**config.mk**
```make
export PLATFORM = sky130hd
export DESIGN_NAME = game_flow_controller_flat
export DESIGN_NICKNAME = d
export VERILOG_FILES = /design/src/rtl/game_flow_controller_if.sv /design/src/rtl/game_flow_controller.sv /design/src/flat_wrapper.sv
export SDC_FILE = /design/constraint.sdc
export NUM_CORES = 1
export LEC_CHECK = 0
export ABC_AREA = 1
export CAP_MARGIN = 20
export CORE_UTILIZATION = 60
export CTS_BUF_LIST = sky130_fd_sc_hd__clkbuf_8
export DETAILED_ROUTE_END_ITERATION = 16
export PLACE_DENSITY = 0.95
export SLEW_MARGIN = 10
export SYNTH_ARGS = -nofsm -noshare
export SYNTH_HDL_FRONTEND = slang
export SYNTH_SLANG_ARGS = --single-unit
```
**constraint.sdc**
```tcl
create_clock -name clk -period 7.95 [get_ports clk]
set_input_delay 1.9875 -clock clk [delete_from_list [all_inputs] [get_ports clk]]
set_output_delay 1.9875 -clock clk [all_outputs]
set_load 0.005 [all_outputs]
```
**src/rtl/game_flow_controller_if.sv**
```systemverilog
// Game flow bus: button and gameplay event pulses toward the controller, plus the
// registered game status it drives into the renderer.
//   slave  : the controller (consumes pulses, drives status)
//   master : the stimulus side (buttons, physics/collision block, renderer)
// Clock and reset are not part of the bus.
interface game_flow_controller_if;
    logic       frame_tick;
    logic       btn_up;
    logic       btn_down;
    logic       btn_select;
    logic       btn_back;
    logic       hit_evt;
    logic       collect_evt;
    logic       deposit_evt;
    logic [1:0] game_state;
    logic       menu_selection;
    logic [1:0] current_hp;
    logic [7:0] bank_level;
    logic [2:0] held_count;
    logic [9:0] player_height;
    logic       invuln;
    logic       round_start;
    logic       paused;

    modport slave (
        input  frame_tick, btn_up, btn_down, btn_select, btn_back,
        input  hit_evt, collect_evt, deposit_evt,
        output game_state, menu_selection, current_hp, bank_level, held_count,
        output player_height, invuln, round_start, paused
    );

    modport master (
        output frame_tick, btn_up, btn_down, btn_select, btn_back,
        output hit_evt, collect_evt, deposit_evt,
        input  game_state, menu_selection, current_hp, bank_level, held_count,
        input  player_height, invuln, round_start, paused
    );
endinterface

```
**src/rtl/game_flow_controller.sv**
```systemverilog
// Game flow controller: owns the game FSM (START / PLAYING / INSTRUCTIONS / GAME_OVER),
// the menu highlight, lives, banked score, held-box count, player stack height and
// post-hit immunity counter. All outputs are registered.
// Ports:
//   clk  - system clock
//   rst  - asynchronous active-high reset
//   bus  - game_flow_controller_if.slave: button/event pulses in, game status out
// Optional feature macro GAME_FLOW_PAUSE_EN: btn_back toggles pause in PLAYING; while
// paused, gameplay events are ignored and the immunity counter is frozen. Without the
// macro, paused stays 0 and btn_back is ignored in PLAYING.
module game_flow_controller #(
    parameter logic [1:0] MAX_HP          = 2'd3,
    parameter logic [2:0] MAX_HELD        = 3'd4,
    parameter logic [9:0] BOX_BASE_HEIGHT = 10'd30,
    parameter logic [7:0] INVULN_FRAMES   = 8'd60
) (
    input logic              clk,
    input logic              rst,
    game_flow_controller_if.slave bus
);

    typedef enum logic [1:0] {
        StStart    = 2'b00,
        StPlaying  = 2'b01,
        StInstr    = 2'b10,
        StGameOver = 2'b11
    } state_e;

    state_e     state_q, state_d;
    logic       sel_q, sel_d;
    logic [1:0] hp_q, hp_d;
    logic [7:0] bank_q, bank_d;
    logic [2:0] held_q, held_d;
    logic [9:0] height_q, height_d;
    logic [7:0] cnt_q, cnt_d;
    logic       invuln_q, invuln_d;
    logic       round_start_q, round_start_d;
    logic       paused_q, paused_d;

    logic       active;
    logic [2:0] held_tmp;
    logic [8:0] bank_sum;

    always_comb begin
        state_d       = state_q;
        sel_d         = sel_q;
        hp_d          = hp_q;
        bank_d        = bank_q;
        held_d        = held_q;
        cnt_d         = cnt_q;
        round_start_d = 1'b0;
        paused_d      = paused_q;
        active        = 1'b1;
        held_tmp      = held_q;
        bank_sum      = {1'b0, bank_q} + {6'd0, held_q};

        unique case (state_q)
            StStart: begin
                // Conflicting up/down in one cycle leave the highlight alone.
                if (bus.btn_up && !bus.btn_down) begin
                    sel_d = 1'b0;
                end else if (bus.btn_down && !bus.btn_up) begin
                    sel_d = 1'b1;
                end
                if (bus.btn_select) begin
                    if (!sel_q) begin
                        state_d       = StPlaying;
                        hp_d          = MAX_HP;
                        bank_d        = 8'd0;
                        held_d        = 3'd0;
                        cnt_d         = 8'd0;
                        round_start_d = 1'b1;
                        paused_d      = 1'b0;
                    end else begin
                        state_d = StInstr;
                    end
                end
            end

            StInstr: begin
                if (bus.btn_select || bus.btn_back) begin
                    state_d = StStart;
                end
            end

            StGameOver: begin
                // Score and hp stay visible until the next game is started.
                if (bus.btn_select) begin
                    state_d = StStart;
                    sel_d   = 1'b0;
                end
            end

            StPlaying: begin
`ifdef GAME_FLOW_PAUSE_EN
                if (bus.btn_back) begin
                    paused_d = !paused_q;
                end
                active = !paused_q;
`else
                paused_d = 1'b0;
`endif
                if (active) begin
                    if (bus.hit_evt && (cnt_q == 8'd0)) begin
                        // Effective hit wins over collect/deposit and swallows frame_tick.
                        hp_d   = hp_q - 2'd1;
                        held_d = 3'd0;
                        if (hp_d == 2'd0) begin
                            state_d  = StGameOver;
                            cnt_d    = 8'd0;
                            paused_d = 1'b0;
                        end else begin
                            cnt_d = INVULN_FRAMES;
                        end
                    end else begin
                        // Deposit first, then collect into the emptied hands.
                        if (bus.deposit_evt) begin
                            bank_d   = bank_sum[8] ? 8'hff : bank_sum[7:0];
                            held_tmp = 3'd0;
                        end
                        if (bus.collect_evt && (held_tmp < MAX_HELD)) begin
                            held_tmp = held_tmp + 3'd1;
                        end
                        held_d = held_tmp;
                        if (bus.frame_tick && (cnt_q != 8'd0)) begin
                            cnt_d = cnt_q - 8'd1;
                        end
                    end
                end
            end

            default: state_d = StStart;
        endcase

        height_d = BOX_BASE_HEIGHT * ({7'd0, held_d} + 10'd1);
        invuln_d = (cnt_d != 8'd0);
    end

    always_ff @(posedge clk or posedge rst) begin
        if (rst) begin
            state_q       <= StStart;
            sel_q         <= 1'b0;
            hp_q          <= MAX_HP;
            bank_q        <= 8'd0;
            held_q        <= 3'd0;
            height_q      <= BOX_BASE_HEIGHT;
            cnt_q         <= 8'd0;
            invuln_q      <= 1'b0;
            round_start_q <= 1'b0;
            paused_q      <= 1'b0;
        end else begin
            state_q       <= state_d;
            sel_q         <= sel_d;
            hp_q          <= hp_d;
            bank_q        <= bank_d;
            held_q        <= held_d;
            height_q      <= height_d;
            cnt_q         <= cnt_d;
            invuln_q      <= invuln_d;
            round_start_q <= round_start_d;
            paused_q      <= paused_d;
        end
    end

    assign bus.game_state     = state_q;
    assign bus.menu_selection = sel_q;
    assign bus.current_hp     = hp_q;
    assign bus.bank_level     = bank_q;
    assign bus.held_count     = held_q;
    assign bus.player_height  = height_q;
    assign bus.invuln         = invuln_q;
    assign bus.round_start    = round_start_q;
    assign bus.paused         = paused_q;

endmodule
```
**src/flat_wrapper.sv**
```systemverilog
// flat-port wrapper written by rule: the top's interface ports become plain ports
module game_flow_controller_flat 
#(
    parameter logic [1:0] MAX_HP          = 2'd3,
    parameter logic [2:0] MAX_HELD        = 3'd4,
    parameter logic [9:0] BOX_BASE_HEIGHT = 10'd30,
    parameter logic [7:0] INVULN_FRAMES   = 8'd60
)
  (clk, rst, bus_frame_tick, bus_btn_up, bus_btn_down, bus_btn_select, bus_btn_back, bus_hit_evt, bus_collect_evt, bus_deposit_evt, bus_game_state, bus_menu_selection, bus_current_hp, bus_bank_level, bus_held_count, bus_player_height, bus_invuln, bus_round_start, bus_paused);
  game_flow_controller_if bus_i ();
  input logic clk;
  input logic rst;
  input wire logic [$bits(bus_i.frame_tick)-1:0] bus_frame_tick;
  input wire logic [$bits(bus_i.btn_up)-1:0] bus_btn_up;
  input wire logic [$bits(bus_i.btn_down)-1:0] bus_btn_down;
  input wire logic [$bits(bus_i.btn_select)-1:0] bus_btn_select;
  input wire logic [$bits(bus_i.btn_back)-1:0] bus_btn_back;
  input wire logic [$bits(bus_i.hit_evt)-1:0] bus_hit_evt;
  input wire logic [$bits(bus_i.collect_evt)-1:0] bus_collect_evt;
  input wire logic [$bits(bus_i.deposit_evt)-1:0] bus_deposit_evt;
  output wire logic [$bits(bus_i.game_state)-1:0] bus_game_state;
  output wire logic [$bits(bus_i.menu_selection)-1:0] bus_menu_selection;
  output wire logic [$bits(bus_i.current_hp)-1:0] bus_current_hp;
  output wire logic [$bits(bus_i.bank_level)-1:0] bus_bank_level;
  output wire logic [$bits(bus_i.held_count)-1:0] bus_held_count;
  output wire logic [$bits(bus_i.player_height)-1:0] bus_player_height;
  output wire logic [$bits(bus_i.invuln)-1:0] bus_invuln;
  output wire logic [$bits(bus_i.round_start)-1:0] bus_round_start;
  output wire logic [$bits(bus_i.paused)-1:0] bus_paused;
  assign bus_i.frame_tick = bus_frame_tick;
  assign bus_i.btn_up = bus_btn_up;
  assign bus_i.btn_down = bus_btn_down;
  assign bus_i.btn_select = bus_btn_select;
  assign bus_i.btn_back = bus_btn_back;
  assign bus_i.hit_evt = bus_hit_evt;
  assign bus_i.collect_evt = bus_collect_evt;
  assign bus_i.deposit_evt = bus_deposit_evt;
  assign bus_game_state = bus_i.game_state;
  assign bus_menu_selection = bus_i.menu_selection;
  assign bus_current_hp = bus_i.current_hp;
  assign bus_bank_level = bus_i.bank_level;
  assign bus_held_count = bus_i.held_count;
  assign bus_player_height = bus_i.player_height;
  assign bus_invuln = bus_i.invuln;
  assign bus_round_start = bus_i.round_start;
  assign bus_paused = bus_i.paused;
  game_flow_controller #(.MAX_HP(MAX_HP), .MAX_HELD(MAX_HELD), .BOX_BASE_HEIGHT(BOX_BASE_HEIGHT), .INVULN_FRAMES(INVULN_FRAMES)) u_core (.clk(clk), .rst(rst), .bus(bus_i));
endmodule
```
==> summary.md <==
| Metric | Value |
|---|---|
| Reg-to-reg setup timing slack | `~3.7 ns` |
| Crit. End Element | `flip-flop` |
| Highest layer used for signal routing | `met4` |
| Detailed-route wire length on metal 1 | `about 2300 um` |
| Core Footprint | `between 0.003 and 0.004 mm^2` |
| Synth Cell Area | `0.00239 mm^2` |
| Diode insertion count for antenna repair | `0` |
| Count of pins over their slew limit | `0` |
| Final routed DRC violation total | `0` |
| Layout Utilization | `roughly 77%` |
| Number of unique standard cell types used by synthesis | `37` |
| Top-Level Pins | `39` |
| Via-per-instance ratio | `5.60` |
| Total number of yosys warnings | `0` |
| Count of mapped cells out of synthesis | `about 310` |
| Synthesized area per cell | `~7.8 um^2` |
| Combinational Power Share | `between 50% and 60%` |
| Max-Slew Margin vs Limit | `approximately three fifths` |
| Start point of the worst min-delay path | `u_core.bus.current_hp[1]` |
| Total gr overflow | `0` |
| Net Switching | `about 0.45 mW` |
| Endpoint of the worst hold-timing path | `u_core.bus.current_hp[1]` |
| Largest clock skew in the final design | `0.00994 ns` |
| Cell at the root of the clock tree | `clkbuf_8` |
| Horiz. Die Dim | `65.1 um` |
| R2r startpoint | `u_core.bus.game_state[1]` |
| Number of H-tree branching levels | `2` |
| Post-placement worst setup slack | `around 2.1 ns` |
| Post-route clock period utilization | `between 70% and 80%` |
| Max Root-Sink Buffers | `2` |
| Routed length on met2 | `2680 um` |
| Number of clock sinks seen by CTS | `34` |
| CTS tree | `done` |
| DRT iter0 DRCs | `approximately 220` |
| Number of nets in the final layout | `approximately 380` |
| Port buffer count | `36` |
| Flop and latch count out of synthesis | `34` |
| Vert. Die Dim | `65.1 um` |
| Internal power component | `0.544 mW` |
| Initial core utilization | `a little under two thirds` |
| Weighted congestion at the end of routability-driven global placement | `0.911` |
| Fmax | `around 180 MHz` |
| R2R cell count | `19` |
| Type of origin of the critical path | `input port` |
| Capturing point of the worst reg2reg path | `u_core.bus.player_height[8]` |
| Sum of met3 wire segment lengths after detailed routing | `roughly 330 um` |
| Power density of the placed cells | `between 300 and 400 mW/mm^2` |
| Hold-fix buffers, CTS | `0` |
| Count of endpoints failing setup in the final report | `0` |
| Tightest Hold Check Type | `flip-flop to flip-flop` |
| Maximum fanout along the worst path | `6` |
| Worst VDD drop | `212 uV` |
| Global routing usage summed across all routing layers | `around 30%` |
| Total wire length after detailed routing | `roughly 5500 um` |
| Cell count of the worst hold path | `2` |
| Setup slack of the critical path after layout | `between 2 and 2.5 ns` |
| RSZ-0062 raised after global routing | `no` |
| Power consumption | `0.990 mW` |
| WL per Instance | `13.8 um` |
| Initial DRT Pass Iterations | `5` |
| Number of enable-type register cells in the synthesized netlist | `0` |
| Max cap viols | `0` |
| Layout overhead on the synthesized area | `21.1%` |
| Final worst path period need | `between 5 and 6 ns` |
| Asr flop ratio synth | `100%` |
| Largest cells by area after synthesis | `dfrtp_1 29%, ha_1 12%, nand2_1 9.6%` |
| Register area share after synthesis | `~36%` |
| Share of the synthesized area in the top cell type | `around 29%` |
| Clock power share | `between 10% and 20%` |
| Initial antenna violation count | `0` |
| Sequential cell fraction of total power | `28.2%` |
| Remaining number of nets flagged by the antenna check after routing | `0` |
| Setup CP Type | `input port to flip-flop` |
| Required time at the worst-slack endpoint | `around 8.1 ns` |
| Gates resized, CTS repair | `0` |
| Number of placement rows | `22` |
| Later-pin clock latency in the skew report | `about 0.3 ns` |
| Share of total power consumed by net switching | `around 45%` |
| TNS Setup | `0 ns` |
| Proportion of layout cells with a drive suffix above 1 | `10.6%` |
| Transition time of the tightest slew-check pin | `between 0.5 and 0.6 ns` |
| Worst-path clk slew | `0.07 ns` |
| Outcome | `completed` |
| Setup fix buffers added after clock tree synthesis | `0` |
| Final HPWL from detailed placement | `slightly below 4000 um` |
| Vias in the first global route | `around 2200` |
| Number of buffers created by CTS | `5` |
| Dominant synthesized flop cell | `dfrtp_1` |
| Cell type with the highest aggregate area in the netlist | `dfrtp_1` |
| Pin count of the biggest net entering global routing | `35` |
| Worst Path Arrival | `approximately 5.8 ns` |
| Leakage power total | `between 1 and 1.5 nW` |
| Number of vias in the routed layout | `~2200` |
| Die Outline Area | `~0.0042 mm^2` |
| Final-report hold violation count | `0` |
| Wire length of the first global-routing pass | `9530 um` |
worst max-delay path, stage by stage:
cell and delay [ns]:
clkdlybuf4s50_1 0.54, nor2_1 0.10, ha_1 0.29, nand3_1 0.08
nand2_1 0.09, nand3_2 0.08, nand2_2 0.15, inv_2 0.06
nor3_1 0.39, inv_1 0.17, fa_1 0.51, ha_1 0.32
ha_1 0.35, a21oi_1 0.26, nor2_1 0.07, nor2_1 0.13
nand2_1 0.08, nand2_1 0.09, nand2_1 0.08
Yosys cell counts, types with 4 or more instances:
master,instances
nand3_1,17
a21oi_1,13
dfstp_2,6
ha_1,22
nand4_1,7
nor2_1,30
inv_1,49
o21ai_1,5
dfrtp_1,28
nand2_2,5
nand2_1,61
inv_2,5
o21ai_0,19
xor2_1,5
fa_1,4
kinds of logic after synthesis:
group / Yosys count / share of synthesized area (%)
AND/OR/NAND/NOR: 132 / 24.9
buffers and inverters: 60 / 10.4
AO/OA/AOI/OAI: 48 / 11.6
flip-flops: 34 / 35.9
adder cells (fa/ha/maj): 26 / 14.9
XOR/XNOR: 6 / 2.20
other: 1 / 0.157
flip-flops by register name (all words and copies together) (netlist names), 2 cells and up:
register                  cells
u_core.bus.player_height      8
u_core.bus.current_hp         2
u_core.bus.bank_level         8
u_core.bus.game_state         2
u_core.cnt_q                  8
u_core.bus.held_count         3
per-stage QoR:
| step | area [um^2] | cells | hold WS (ns) |
|---|---|---|---|
| after floorplan | 2390 | 308 | 0.491 |
| after global placement | 2780 | 388 | 0.508 |
| after detailed placement | 2780 | 388 | 0.530 |
| after CTS | 2890 | 396 | 0.534 |
| after global routing | 2890 | 396 | 0.570 |
| final | 2890 | 396 | 0.535 |
cell usage in the layout (no fill, tap or decap), drive strengths merged:
| cell | Yosys | final |
|---|---|---|
| clkdlybuf4s50 | 0 | 36 |
| ha | 22 | 22 |
| clkbuf | 0 | 8 |
| nand4 | 7 | 7 |
| xnor2 | 1 | 1 |
| nor3 | 3 | 3 |
| dfrtp | 28 | 28 |
| a21oi | 14 | 14 |
| o31ai | 1 | 1 |
| o21a | 1 | 1 |
| a22oi | 1 | 1 |
| xor2 | 5 | 5 |
| nor2 | 32 | 32 |
| nand3 | 20 | 20 |
| o22ai | 2 | 2 |
| inv | 55 | 55 |
| buf | 5 | 1 |
| fa | 4 | 4 |
| or2 | 3 | 3 |
| a211o | 1 | 1 |
| nand2 | 67 | 67 |
| dfstp | 6 | 6 |
| o211ai | 1 | 1 |
| conb | 1 | 2 |
| o21ai | 26 | 26 |
| a31oi | 1 | 1 |
per-layer routing:
metal / track usage [%] / up-vias
li1: - / 1057
met1: 34.3 / 1034
met2: 49.5 / 105
met3: 7.99 / 22
met4: 15.8 / 0
met5: 0 / -
layout make-up:
cell class	count	area (um^2)
fill	264	852
timing repair buffer	37	368
clock buffer	8	110
sequential	34	858
inverter	55	209
tap	48	60.1
multi-input combinational	214	1290
power groups by stage:
stage	logic (mW)	clock network, mW	registers [mW]
3_5_place_dp	0.537	0	0.280
6_report	0.559	0.153	0.279
3_3_place_gp	0.513	0	0.280
5_1_grt	0.628	0.163	0.285
4_1_cts	0.551	0.153	0.279
2_1_floorplan	0.378	0	0.275
how the worst max path moves through the flow:
| stage | to | slack [ns] | cells past startpoint | startpoint |
|---|---|---|---|---|
| after CTS | u_core.bus.player_height[8] | 2.34 | 19 | bus_deposit_evt |
| after detailed placement | u_core.bus.player_height[8] | 2.15 | 19 | bus_deposit_evt |
| after floorplan | u_core.bus.player_height[8] | 3.03 | 18 | bus_deposit_evt |
| final | u_core.bus.player_height[8] | 2.30 | 19 | bus_deposit_evt |
| after global routing | u_core.bus.player_height[8] | 2.10 | 19 | bus_deposit_evt |
| after global placement | u_core.bus.player_height[8] | 2.35 | 19 | bus_deposit_evt |
Power figures use the tool's default switching activity.
